File: config.mk
export PLATFORM = sky130hd
export DESIGN_NAME = int_cont_pri_flat
export DESIGN_NICKNAME = d
export VERILOG_FILES = /design/src/rtl/int_cont_pri_pkg.sv /design/src/rtl/int_cont_pri_if.sv /design/src/rtl/int_cont_pri_pri_enc.sv /design/src/rtl/int_cont_pri.sv /design/src/flat_wrapper.sv
export SDC_FILE = /design/constraint.sdc
export NUM_CORES = 1
export LEC_CHECK = 0
export ABC_AREA = 1
export CAP_MARGIN = 15
export CELL_PAD_IN_SITES_DETAIL_PLACEMENT = 2
export CELL_PAD_IN_SITES_GLOBAL_PLACEMENT = 2
export CORE_MARGIN = 4
export CORE_UTILIZATION = 23
export CTS_CLUSTER_SIZE = 40
export DETAILED_ROUTE_END_ITERATION = 7
export GPL_ROUTABILITY_DRIVEN = 0
export PLACE_DENSITY_LB_ADDON = 0.08
export SLEW_MARGIN = 5
export SYNTH_ARGS = -nofsm -noshare
export SYNTH_HDL_FRONTEND = slang
export SYNTH_SLANG_ARGS = --single-unit
File: constraint.sdc
create_clock -name clk -period 2.1 [get_ports clk]
set_input_delay 0.42 -clock clk [delete_from_list [all_inputs] [get_ports clk]]
set_output_delay 0.42 -clock clk [all_outputs]
set_load 0.1 [all_outputs]
File: src/rtl/int_cont_pri_pkg.sv
// Shared definitions for the priority interrupt controller: state encoding
// and a constant-foldable clog2 used to size the index and NOP counter.
package int_pkg;

  typedef enum logic [1:0] {
    ST_IDLE  = 2'b00,
    ST_DRAIN = 2'b01,
    ST_JAL   = 2'b10,
    ST_ISR   = 2'b11
  } state_t;

  // Ceiling log2, floored at 1 so a width derived from it is never zero.
  function automatic int clog2(input int value);
    int result;
    int rem;
    result = 0;
    rem    = value - 1;
    while (rem > 0) begin
      result = result + 1;
      rem    = rem >> 1;
    end
    if (result < 1) begin
      result = 1;
    end
    return result;
  endfunction

endpackage

File: src/rtl/int_cont_pri_if.sv
// Request/service bundle between the processor side (master) and the
// interrupt controller (slave).
interface int_cont_pri_if
  import int_pkg::*;
#(
  parameter int NUM_SRC = 8,
  parameter int NUM_W   = 16
);
  localparam int ID_W = clog2(NUM_SRC);

  logic               halt;
  logic [NUM_SRC-1:0] int_req;
  logic [NUM_SRC-1:0] int_mask;
  logic               int_ack;
  logic               safe_switch;
  logic               nop_detect;

  logic               int_rdy;
  logic               idle;
  logic               jal_req;
  logic               int_srv_req;
  logic [NUM_W-1:0]   int_srv_num;
  logic [ID_W-1:0]    int_srv_id;
  logic [NUM_SRC-1:0] int_pend;

  modport master (
    output halt, int_req, int_mask, int_ack, safe_switch, nop_detect,
    input  int_rdy, idle, jal_req, int_srv_req, int_srv_num, int_srv_id, int_pend
  );

  modport slave (
    input  halt, int_req, int_mask, int_ack, safe_switch, nop_detect,
    output int_rdy, idle, jal_req, int_srv_req, int_srv_num, int_srv_id, int_pend
  );

endinterface

File: src/rtl/int_cont_pri_pri_enc.sv
// Lowest-index-first priority encoder: returns the index of the lowest set
// request bit and a flag telling whether any bit was set.
module int_pri_enc #(
  parameter int N     = 8,
  parameter int IDX_W = 3
) (
  input  logic [N-1:0]     req,
  output logic [IDX_W-1:0] idx,
  output logic             valid
);

  // below[i] is set when some request exists at an index lower than i.
  logic [N-1:0] below;
  logic [N-1:0] onehot;

  assign below[0] = 1'b0;

  generate
    for (genvar gi = 1; gi < N; gi++) begin : g_below
      assign below[gi] = below[gi-1] | req[gi-1];
    end
  endgenerate

  assign onehot = req & ~below;
  assign valid  = |req;

  always_comb begin
    idx = '0;
    for (int i = 0; i < N; i++) begin
      if (onehot[i]) begin
        idx = idx | IDX_W'(i);
      end
    end
  end

endmodule

File: src/rtl/int_cont_pri.sv
// Priority interrupt controller: latches requests, picks the lowest unmasked
// pending source, drains the pipeline with NOPs, requests the JAL, then waits for ack.
module int_cont_pri
  import int_pkg::*;
#(
  parameter int               NUM_SRC  = 8,
  parameter int               NUM_W    = 16,
  parameter logic [NUM_W-1:0] VEC_BASE = '0,
  parameter int               NOP_WAIT = 4
) (
  input logic           clk,
  input logic           reset_b,
  int_cont_pri_if.slave bus
);

  localparam int ID_W  = clog2(NUM_SRC);
  localparam int CNT_W = clog2(NOP_WAIT + 1);
  localparam logic [CNT_W-1:0] CNT_FULL = CNT_W'(NOP_WAIT);

  state_t             state_reg,   state_next;
  logic [NUM_SRC-1:0] pend_reg,    pend_next;
  logic [CNT_W-1:0]   nop_cnt_reg, nop_cnt_next;
  logic [ID_W-1:0]    srv_id_reg,  srv_id_next;

  logic [NUM_SRC-1:0] eligible;
  logic [NUM_SRC-1:0] win_onehot;
  logic [NUM_SRC-1:0] pend_clr;
  logic [ID_W-1:0]    win_id;
  logic               win_valid;

  assign eligible = pend_reg & ~bus.int_mask;

  int_pri_enc #(
    .N     (NUM_SRC),
    .IDX_W (ID_W)
  ) u_pri_enc (
    .req   (eligible),
    .idx   (win_id),
    .valid (win_valid)
  );

  generate
    for (genvar gi = 0; gi < NUM_SRC; gi++) begin : g_onehot
      assign win_onehot[gi] = (win_id == ID_W'(gi));
    end
  endgenerate

  always_comb begin
    state_next   = state_reg;
    nop_cnt_next = nop_cnt_reg;
    srv_id_next  = srv_id_reg;
    pend_clr     = '0;

    if (!bus.halt) begin
      case (state_reg)
        ST_IDLE: begin
          nop_cnt_next = '0;
          if (win_valid) begin
            state_next  = ST_DRAIN;
            srv_id_next = win_id;
            pend_clr    = win_onehot;
          end
        end
        ST_DRAIN: begin
          if (nop_cnt_reg == CNT_FULL && bus.safe_switch) begin
            state_next   = ST_JAL;
            nop_cnt_next = '0;
          end else if (bus.nop_detect && nop_cnt_reg != CNT_FULL) begin
            nop_cnt_next = nop_cnt_reg + CNT_W'(1);
          end
        end
        ST_JAL: begin
          state_next   = ST_ISR;
          nop_cnt_next = '0;
        end
        ST_ISR: begin
          nop_cnt_next = '0;
          if (bus.int_ack) begin
            state_next = ST_IDLE;
          end
        end
      endcase
    end

    // New requests are OR-ed in after the clear so a same-cycle re-request survives.
    pend_next = (pend_reg & ~pend_clr) | bus.int_req;
  end

  always_ff @(posedge clk or negedge reset_b) begin
    if (!reset_b) begin
      state_reg   <= ST_IDLE;
      pend_reg    <= '0;
      nop_cnt_reg <= '0;
      srv_id_reg  <= '0;
    end else begin
      state_reg   <= state_next;
      pend_reg    <= pend_next;
      nop_cnt_reg <= nop_cnt_next;
      srv_id_reg  <= srv_id_next;
    end
  end

  // Outputs decode the held state, so jal_req stays up through a halt.
  assign bus.int_rdy     = (state_reg == ST_IDLE);
  assign bus.idle        = (state_reg == ST_DRAIN);
  assign bus.jal_req     = (state_reg == ST_JAL);
  assign bus.int_srv_req = (state_reg != ST_IDLE);
  assign bus.int_srv_num = VEC_BASE + NUM_W'(srv_id_reg);
  assign bus.int_srv_id  = srv_id_reg;
  assign bus.int_pend    = pend_reg;

endmodule

File: src/flat_wrapper.sv
// flat-port wrapper written by rule: the top's interface ports become plain ports
module int_cont_pri_flat import int_pkg::*;
#(
  parameter int               NUM_SRC  = 8,
  parameter int               NUM_W    = 16,
  parameter logic [NUM_W-1:0] VEC_BASE = '0,
  parameter int               NOP_WAIT = 4
)
  (clk, reset_b, bus_halt, bus_int_req, bus_int_mask, bus_int_ack, bus_safe_switch, bus_nop_detect, bus_int_rdy, bus_idle, bus_jal_req, bus_int_srv_req, bus_int_srv_num, bus_int_srv_id, bus_int_pend);
  int_cont_pri_if #(.NUM_SRC(NUM_SRC), .NUM_W(NUM_W)) bus_i ();
  input logic clk;
  input logic reset_b;
  input wire logic [$bits(bus_i.halt)-1:0] bus_halt;
  input wire logic [$bits(bus_i.int_req)-1:0] bus_int_req;
  input wire logic [$bits(bus_i.int_mask)-1:0] bus_int_mask;
  input wire logic [$bits(bus_i.int_ack)-1:0] bus_int_ack;
  input wire logic [$bits(bus_i.safe_switch)-1:0] bus_safe_switch;
  input wire logic [$bits(bus_i.nop_detect)-1:0] bus_nop_detect;
  output wire logic [$bits(bus_i.int_rdy)-1:0] bus_int_rdy;
  output wire logic [$bits(bus_i.idle)-1:0] bus_idle;
  output wire logic [$bits(bus_i.jal_req)-1:0] bus_jal_req;
  output wire logic [$bits(bus_i.int_srv_req)-1:0] bus_int_srv_req;
  output wire logic [$bits(bus_i.int_srv_num)-1:0] bus_int_srv_num;
  output wire logic [$bits(bus_i.int_srv_id)-1:0] bus_int_srv_id;
  output wire logic [$bits(bus_i.int_pend)-1:0] bus_int_pend;
  assign bus_i.halt = bus_halt;
  assign bus_i.int_req = bus_int_req;
  assign bus_i.int_mask = bus_int_mask;
  assign bus_i.int_ack = bus_int_ack;
  assign bus_i.safe_switch = bus_safe_switch;
  assign bus_i.nop_detect = bus_nop_detect;
  assign bus_int_rdy = bus_i.int_rdy;
  assign bus_idle = bus_i.idle;
  assign bus_jal_req = bus_i.jal_req;
  assign bus_int_srv_req = bus_i.int_srv_req;
  assign bus_int_srv_num = bus_i.int_srv_num;
  assign bus_int_srv_id = bus_i.int_srv_id;
  assign bus_int_pend = bus_i.int_pend;
  int_cont_pri #(.NUM_SRC(NUM_SRC), .NUM_W(NUM_W), .VEC_BASE(VEC_BASE), .NOP_WAIT(NOP_WAIT)) u_core (.clk(clk), .reset_b(reset_b), .bus(bus_i));
endmodule
### Word level (Yosys, flattened, before mapping)

Cells that the tools add are included.

* bits of input ports: 22
* register bits after elaboration: 16
* output and inout bits: 31
* logic and storage cells: 62

* reductions and logical operators: 10
* bitwise operators: 14
* $add $sub $neg: 1
* muxes and demuxes: 17
* equality and inequality tests: 16

Operators with widths (count)
* 8-bit bitwise AND: 3
* 8-bit 2-to-1 mux: 3
* 8-bit inverter: 3
* 3-bit 2-to-1 mux: 6
* 3-bit equality test (second input constant): 5
* 2-bit 2-to-1 mux: 5
* 8-bit OR: 1
* 2-bit one-hot mux with 4 select lines: 1
* 8-bit OR reduction: 1
* 3-bit by 2-bit equality test with 1-bit output (second input constant): 2
* 1-bit OR: 6
* 3-bit one-hot mux with 2 select lines: 1
* 2-bit equality test (second input constant): 2
* 2-bit by 1-bit inequality test with 1-bit output (second input constant): 2
* 4-bit AND reduction: 1
* 3-bit by 1-bit adder with 3-bit output (second input constant): 1
* 3-bit by 1-bit equality test with 1-bit output (second input constant): 1
* 3-bit zero test: 1
* 3-bit by 1-bit inequality test with 1-bit output (second input constant): 1
* 3-bit inequality test (second input constant): 1
* 3-bit AND reduction: 1
* 3-bit OR reduction: 1
* 2-bit by 1-bit equality test with 1-bit output (second input constant): 1
* 1-bit logical AND: 2
* 6 further kinds: 6

### Depth between registers and ports, before layout

Gate-level depths: netlist (run 1).

* word-level depth: 24
* gate-level depth with buffers: 9
* depth with buffers taken out: 9

### By module

From an unflattened synthesis (run 1), not the netlist that was laid out.

* cell total of the unflattened synthesis: 167
* area total of the unflattened synthesis: 1161.1 um2

Modules (own cells, without submodules)
* int_cont_pri: cells an instance 140, area each 1042.2 um2, instances 1, sequential area each 400.4 um2
* int_pri_enc: cells an instance 27, area each 118.9 um2, instances 1, sequential area each 0.0 um2

### Worst setup path before layout (run 1)

No wires, ideal clock.

* path type: register to register
* start point: register u_core.state_reg[0]
* end point: register u_core.srv_id_reg[0] (netlist: u_core.bus.int_srv_id[0])
* setup slack: -477 ps
* library setup time: 122 ps
* required time: 1978 ps
* buffers on the path: 0
* arrival time: 2455 ps
* stages on the path, launching flop included: 9
* clock period less this slack: 2577 ps
* cells stage by stage: dfrtp_1 > inv_1 > ha_1 > inv_2 > nor2_1 > a21boi_2 > inv_2 > nand2_1 > nand2_1

* cells in the longest elaborated chain, start to end: 2

RTL lines
* from (decl): line int_cont_pri.sv:20 `state_t state_reg, state_next;`
* from (signal assigned): line int_cont_pri.sv:96 `state_reg <= state_next;`
* 2-bit zero test
* via bus_int_rdy: line flat_wrapper.sv:19 `output wire logic [$bits(bus_i.int_rdy)-1:0] bus_int_rdy;`
* 3-bit AND reduction (no line)
* to (signal assigned): line int_cont_pri.sv:99 `srv_id_reg <= srv_id_next;`
* to (decl): line int_cont_pri.sv:23 `logic [ID_W-1:0] srv_id_reg, srv_id_next;`

The timed path passes the listed nets, and every way through them passes these cells.
A chain may end at the register's enable or synchronous reset.

### Worst setup path in the final report (run 1)

* start point: register u_core.state_reg[0]
* end point: output port bus_int_srv_req

* cells in the longest elaborated chain, start to end: 1

RTL lines
* 2-bit nonzero test: line int_cont_pri.sv:107 `assign bus.int_srv_req = (state_reg != ST_IDLE);`
* to (decl): line flat_wrapper.sv:22 `output wire logic [$bits(bus_i.int_srv_req)-1:0] bus_int_srv_req;`

No other way between the ends.

==> results of run 1 <==
[synthesized netlist by cell type]
library cell	number
nand2_1	26
inv_1	21
buf_4	16
dfrtp_1	16
nand3_1	12
nor2_1	9
ha_1	6
inv_2	5
nand2_2	3
nand2_4	3
nand4_1	3
o31ai_1	3
nor3_1	2
o21ai_0	2
o21ai_1	2
a21boi_2	1
a21o_1	1
a21oi_1	1
a21oi_2	1
a31oi_1	1
buf_2	1
conb_1	1
nand3_2	1
nor2_2	1
nor2_8	1
nor3_2	1
o21bai_1	1
o41ai_1	1
[layout make-up]
class	instances	area share, %
Timing Repair Buffer	40	25.3
Clock buffer	4	3.46
Sequential cell	16	25.1
Multi-Input combinational cell	95	34.7
Tap cell	67	5.26
Inverter	26	6.13
[power by group through the flow]
stage,combinational (W),sequential (W),clock [W]
after CTS,0.00165,0.000440,0.000292
after detailed placement,0.00164,0.000445,0
after global placement,0.00163,0.000440,0
after global routing,0.00172,0.000450,0.000306
after floorplan,0.00101,0.000690,0
final,0.00163,0.000437,0.000280
[kinds of logic after synthesis]
logic type | after synthesis
and+or+nand+nor | 62
buffers and inverters | 43
DFF | 16
AOI/OAI and AO/OA | 14
adders and majority gates | 6
other | 1
[how the worst max path moves through the flow]
stage | slack, ns | startpoint | end
after floorplan | 0.16 | u_core.state_reg[1]$_DFFE_PN0P_ | u_core.nop_cnt_reg[0]$_DFFE_PN0P_
after global placement | 0.30 | bus_int_mask[0] | u_core.bus.int_pend[7]$_DFF_PN0_
after detailed placement | 0.26 | bus_int_mask[0] | u_core.bus.int_pend[6]$_DFF_PN0_
after CTS | 0.31 | u_core.state_reg[0]$_DFFE_PN0P_ | bus_int_srv_req
after global routing | 0.22 | u_core.state_reg[0]$_DFFE_PN0P_ | bus_int_srv_req
final | 0.32 | u_core.state_reg[0]$_DFFE_PN0P_ | bus_int_srv_req
[worst register-to-register path: cells and delay by family, from the launching register on]
kind                       cells  cell delay, ns
DFF                            1            0.43
adders and majority gates      1            0.21
buffers and inverters          3            0.31
and+or+nand+nor                3            0.20
AOI/OAI and AO/OA              1            0.26
[layer usage]
| metal | wire length, microns | vias to the layer above |
|---|---|---|
| met1 | 1190 | 496 |
| met4 | 38 | 0 |
| met2 | 1580 | 31 |
| met3 | 202 | 4 |
| li1 | - | 491 |
| met5 | 0 | - |
[stage by stage]
stage	total power [W]	util (%)	hold slack, ns	cell area [sq um]
final	0.00235	33.7	0.487	1590
after global routing	0.00247	33.7	0.510	1590
after CTS	0.00238	33.7	0.494	1590
after detailed placement	0.00209	32.6	0.497	1540
after global placement	0.00207	32.6	0.480	1540
after floorplan	0.00170	-	0.124	1180
==> results.cfg, run 1 <==
[die]
start_util_pct = 23.7
fp.coreArea_sq_mm = 0.00472
die_area_sq_mm = 0.00604
num_rows = 25
die_x_microns = 77.7
die_h_microns = 77.7
ios = 53

[sta]
finalSetupTns_ns = 0
skew_ns = 0.00125
setup_violations = 0
finalCriticalPeriod_ns = 1.78
slew_viol_final = 0
fmax_mhz = 562
setup_slack_ns = 0.321
hold_viol = 0
period_share_pct = 84.7
rsz0062_at_grt = false

[global_route]
grtUsageMet1_pct = 11.3
grt.met2_usage_pct = 18.8
gr-total-overflow = 0
grt_use_total_pct = 10.5
use_met3_pct = 3.60
grt_pass1_wl_mm = 5.05
grt_pass1_vias = 1075
grt.busiest_layer = met2
grt_max_degree = 17
antenna_found_initial = 0

[worst_setup_path]
crit_fanout = 8
required_ns = 1.68
r2r_start = u_core.state_reg[0]$_DFFE_PN0P_
max_stage_delay_ns = 0.41
worstSetupPathType = reg2out
worst_r2r_path_depth = 8
rrSetupSlack_ns = 0.60
path_cells = inv_1 -> ha_4 -> inv_2 -> buf_12
rr_endpoint = u_core.bus.int_srv_id[1]$_DFFE_PN0P_
cp_slowest_cell = dfrtp_1
worstPathArrival_ns = 1.36
critical_path.startpoint_type = register
critPathCaptureType = output pin
path_buf_inv = 3
cp_top_family = buffers and inverters
crit_cells = 4

[synth]
synth_top_cell_by_area = dfrtp_1
muxShareOfSynthArea_pct = 0
synth_top_family_by_area = simple AND/OR/NAND/NOR gates
ys_warn_count = 0
yosysSeqAreaShare_pct = 35.8
synth_xor_area_share_pct = 0
synth_compound_area_share_pct = 8.72
yosysUniqueCellTypes = 28
synth_fa_ha_area_share_pct = 6.71
synth_top_cell_area_share_pct = 35.8
ys_ff_latch = 16
synth_area_leaders = dfrtp_1, buf_4, nand2_1, inv_1, ha_1
syn_inst = 142
yosys.area_share.simple_pct = 28.5
syn_area_sq_mm = 0.00112
avgSynthCellArea_sq_um = 7.88

[clock_tree]
cts.repair.resized = 0
cts_tree = built
path_clk_slew_ns = 0.07
cts_root_buffer = clkbuf_8
cts_sinks = 16
insertion_delay_ns = 0.25
ctsHoldBuffers = 0
cts_buffers = 3
clockBufferDepth = 2
htreeDepth = 1
cts_setup_buffers = 0

[pwr]
power_frac_comb_pct = 69.4
p_leak_nw = 0.795
power_per_cell_area_mw_per_mm2 = 1470
seqPwrFrac_pct = 18.6
pwr-share-clk_pct = 11.9
intPower_w = 0.000965
ir_drop_uv = 696
netSwitchingPower_w = 0.00138
swShare_pct = 58.9

[drt]
vias = 1022
drt-total-wl_mm = 3.02
postRouteAntennaNets = 0
viasPerCell = 4.12
drt_iter0_drc = 24
avgRoutedWirePerCell_microns = 12.2
drc = 0
first_pass_iters = 3

[place]
dp.final_hpwl_mm = 2.59
dp_slack_ns = 0.259
placed_cells = 244
portBuffers = 39

[finish]
fillers = 557
multi_input_area_sq_um = 553
n_antenna_cell = 0
drive_above_1_share_pct = 22.7
seqCellArea_sq_um = 400
stdcell_count = 248
layout_commonest_cell = nand2_1
area_growth_pct = 42.4
largest_register_ffs = 8
final_cell_mix = nand2_1, inv_1, clkdlybuf4s50_1
nNetsFinal = 210

[run]
drv_cap = 0

[hold_path]
min_path_type = in2async

[run_status]
outcome = completed
No activity file was read; power rests on OpenSTA's default activity.
==> run 2: changes to the inputs <==
Settings changed: CORE_UTILIZATION 23 to 19.
Clock period 2.1 ns to 1.5 ns, I/O delays scaled along.
==> run 2 against run 1 <==
Against the previous run: the flow now finishes with violations (setup timing); hold slack got worse by 0.11 ns; non-clock buffer count increased by 19; combinational power increased by 82%; first-iteration DRC count decreased by 29%; cell count increased by 9.7%; core utilization increased by 2.6 points; register-to-register slack got worse by 0.51 ns; wire length increased by 18%; clock power increased by 46%; total power increased by 72%.
==> results.cfg, run 2 (synthesis results as in run 1) <==
[finish]
drive_above_1_share_pct = 41.0
area_growth_pct = 81.9
n_antenna_cell = 0
fillers = 650
largest_register_ffs = 8
layout_commonest_cell = nand2_1
stdcell_count = 272
fin_util_pct = 36.3
nNetsFinal = 229
final_cell_mix = nand2_1, clkdlybuf4s50_1, buf_4

[worst_setup_path]
worstSetupPathType = reg2out
r2r_start = u_core.state_reg[1]$_DFFE_PN0P_
path_cells = inv_2 -> ha_4 -> buf_12 -> inv_12 -> buf_16
critical_path.startpoint_type = register
rrSetupSlack_ns = 0.09
worst_r2r_path_depth = 7
crit_fanout = 4
critPathLaunch = u_core.state_reg[1]$_DFFE_PN0P_
max_stage_delay_ns = 0.37
required_ns = 1.20
worstPathArrival_ns = 1.20
rr_endpoint = u_core.bus.int_pend[2]$_DFF_PN0_
cp_slowest_cell = dfrtp_1
critPathCaptureType = output pin

[hold_path]
min_path_type = in2async

[die]
die_area_sq_mm = 0.00718
ios = 53
die_x_microns = 84.7
fp.coreArea_sq_mm = 0.00561
num_rows = 27
die_h_microns = 84.7
start_util_pct = 19.9

[place]
portBuffers = 39
placed_cells = 261
dp.final_hpwl_mm = 2.92

[pwr]
p_leak_nw = 0.986
power_per_cell_area_mw_per_mm2 = 1980
ir_drop_uv = 1040

[run_status]
violations = setup timing
outcome = finished, violations left

[sta]
skew_ns = 0.00170
fmax_mhz = 666
hold_ws_ns = 0.381
rsz0062_at_grt = true
finalCriticalPeriod_ns = 1.50
slew_viol_final = 0
setup_slack_ns = -0.00139
finalSetupTns_ns = -0.00139
setup_violations = 1
period_share_pct = 100
hold_viol = 0

[clock_tree]
clockBufferDepth = 2
htreeDepth = 1
cts_buffers = 3
ctsHoldBuffers = 0
cts_root_buffer = clkbuf_8
insertion_delay_ns = 0.25
path_clk_slew_ns = 0.07
cts_tree = built
cts_sinks = 16

[drt]
drc = 0
viasPerCell = 3.88
postRouteAntennaNets = 0
vias = 1054
avgRoutedWirePerCell_microns = 13.1
drt-total-wl_mm = 3.55
first_pass_iters = 3
drt_iter0_drc = 17

[global_route]
grt_pass1_wl_mm = 5.91
antenna_found_initial = 0
gr-total-overflow = 0
grt_max_degree = 17
grt_use_total_pct = 10.1
grt_pass1_vias = 1194

[run]
drv_cap = 0
-- run 2: changes by cell type in the layout (fill, tap and decap cells not counted), moves of 3 or more --
cell	delta
dfrtp_2	+11
inv_2	+3
ha_1	-3
dfrtp_1	-11
buf_12	+14
buf_4	+4
inv_1	-4
-- run 2: timing repair --
action / CTS / global route
buffers inserted: 5 / 2
pin swaps: 1 / 4
endpoints found under the setup margin: 2 / 11
gates resized for setup: 1 / 11
-- run 2: routing by layer --
layer / part of all wire [%] / vias up / track usage [%]
li1: - / 532 / -
met1: 44 / 491 / 12.5
met2: 50 / 29 / 17.4
met3: 5.2 / 2 / 2.65
met4: 0.51 / 0 / 2.16
met5: 0 / - / 0
-- run 2: where the power goes --
group	switching [W]	internal, W
registers	0.000126	0.000538
logic	0.00185	0.00111
clock network	0.000176	0.000233
total	0.00215	0.00188
-- run 2: worst max path at each step --
| stage | endpoint | slack [ns] | depth (start not counted) |
|---|---|---|---|
| after floorplan | u_core.bus.int_srv_id[0]$_DFFE_PN0P_ | -0.12 | 8 |
| final | bus_int_srv_req | -0.001 | 5 |
| after detailed placement | u_core.bus.int_pend[6]$_DFF_PN0_ | -0.19 | 10 |
| after global routing | bus_int_srv_req | -0.05 | 5 |
| after global placement | u_core.bus.int_pend[6]$_DFF_PN0_ | -0.11 | 10 |
| after CTS | bus_int_srv_req | -0.01 | 5 |
-- run 2: stage by stage --
| step | setup slack (ns) | total power, W | cell area [sq um] |
|---|---|---|---|
| detailed placement | -0.187 | 0.00342 | 1860 |
| floorplan | -0.118 | 0.00250 | 1220 |
| global placement | -0.111 | 0.00335 | 1860 |
| finish | -0.00139 | 0.00403 | 2030 |
| CTS | -0.0133 | 0.00402 | 1970 |
| global route | -0.0501 | 0.00423 | 2030 |
-- run 2: layout make-up --
class / count / area, sq um / share of cell area [%]
Sequential cell: 16 / 414 / 20.4
Clock buffer: 4 / 55.1 / 2.71
Inverter: 26 / 110 / 5.41
Tap cell: 72 / 90.1 / 4.43
Multi-Input combinational cell: 95 / 622 / 30.6
Timing Repair Buffer: 59 / 743 / 36.5
-- run 2: worst max-delay path, delay by kind of cell, from the launching register on --
family     cells  cell delay, ns
buf+inv        4            0.40
flops          1            0.37
fa+ha+maj      1            0.17
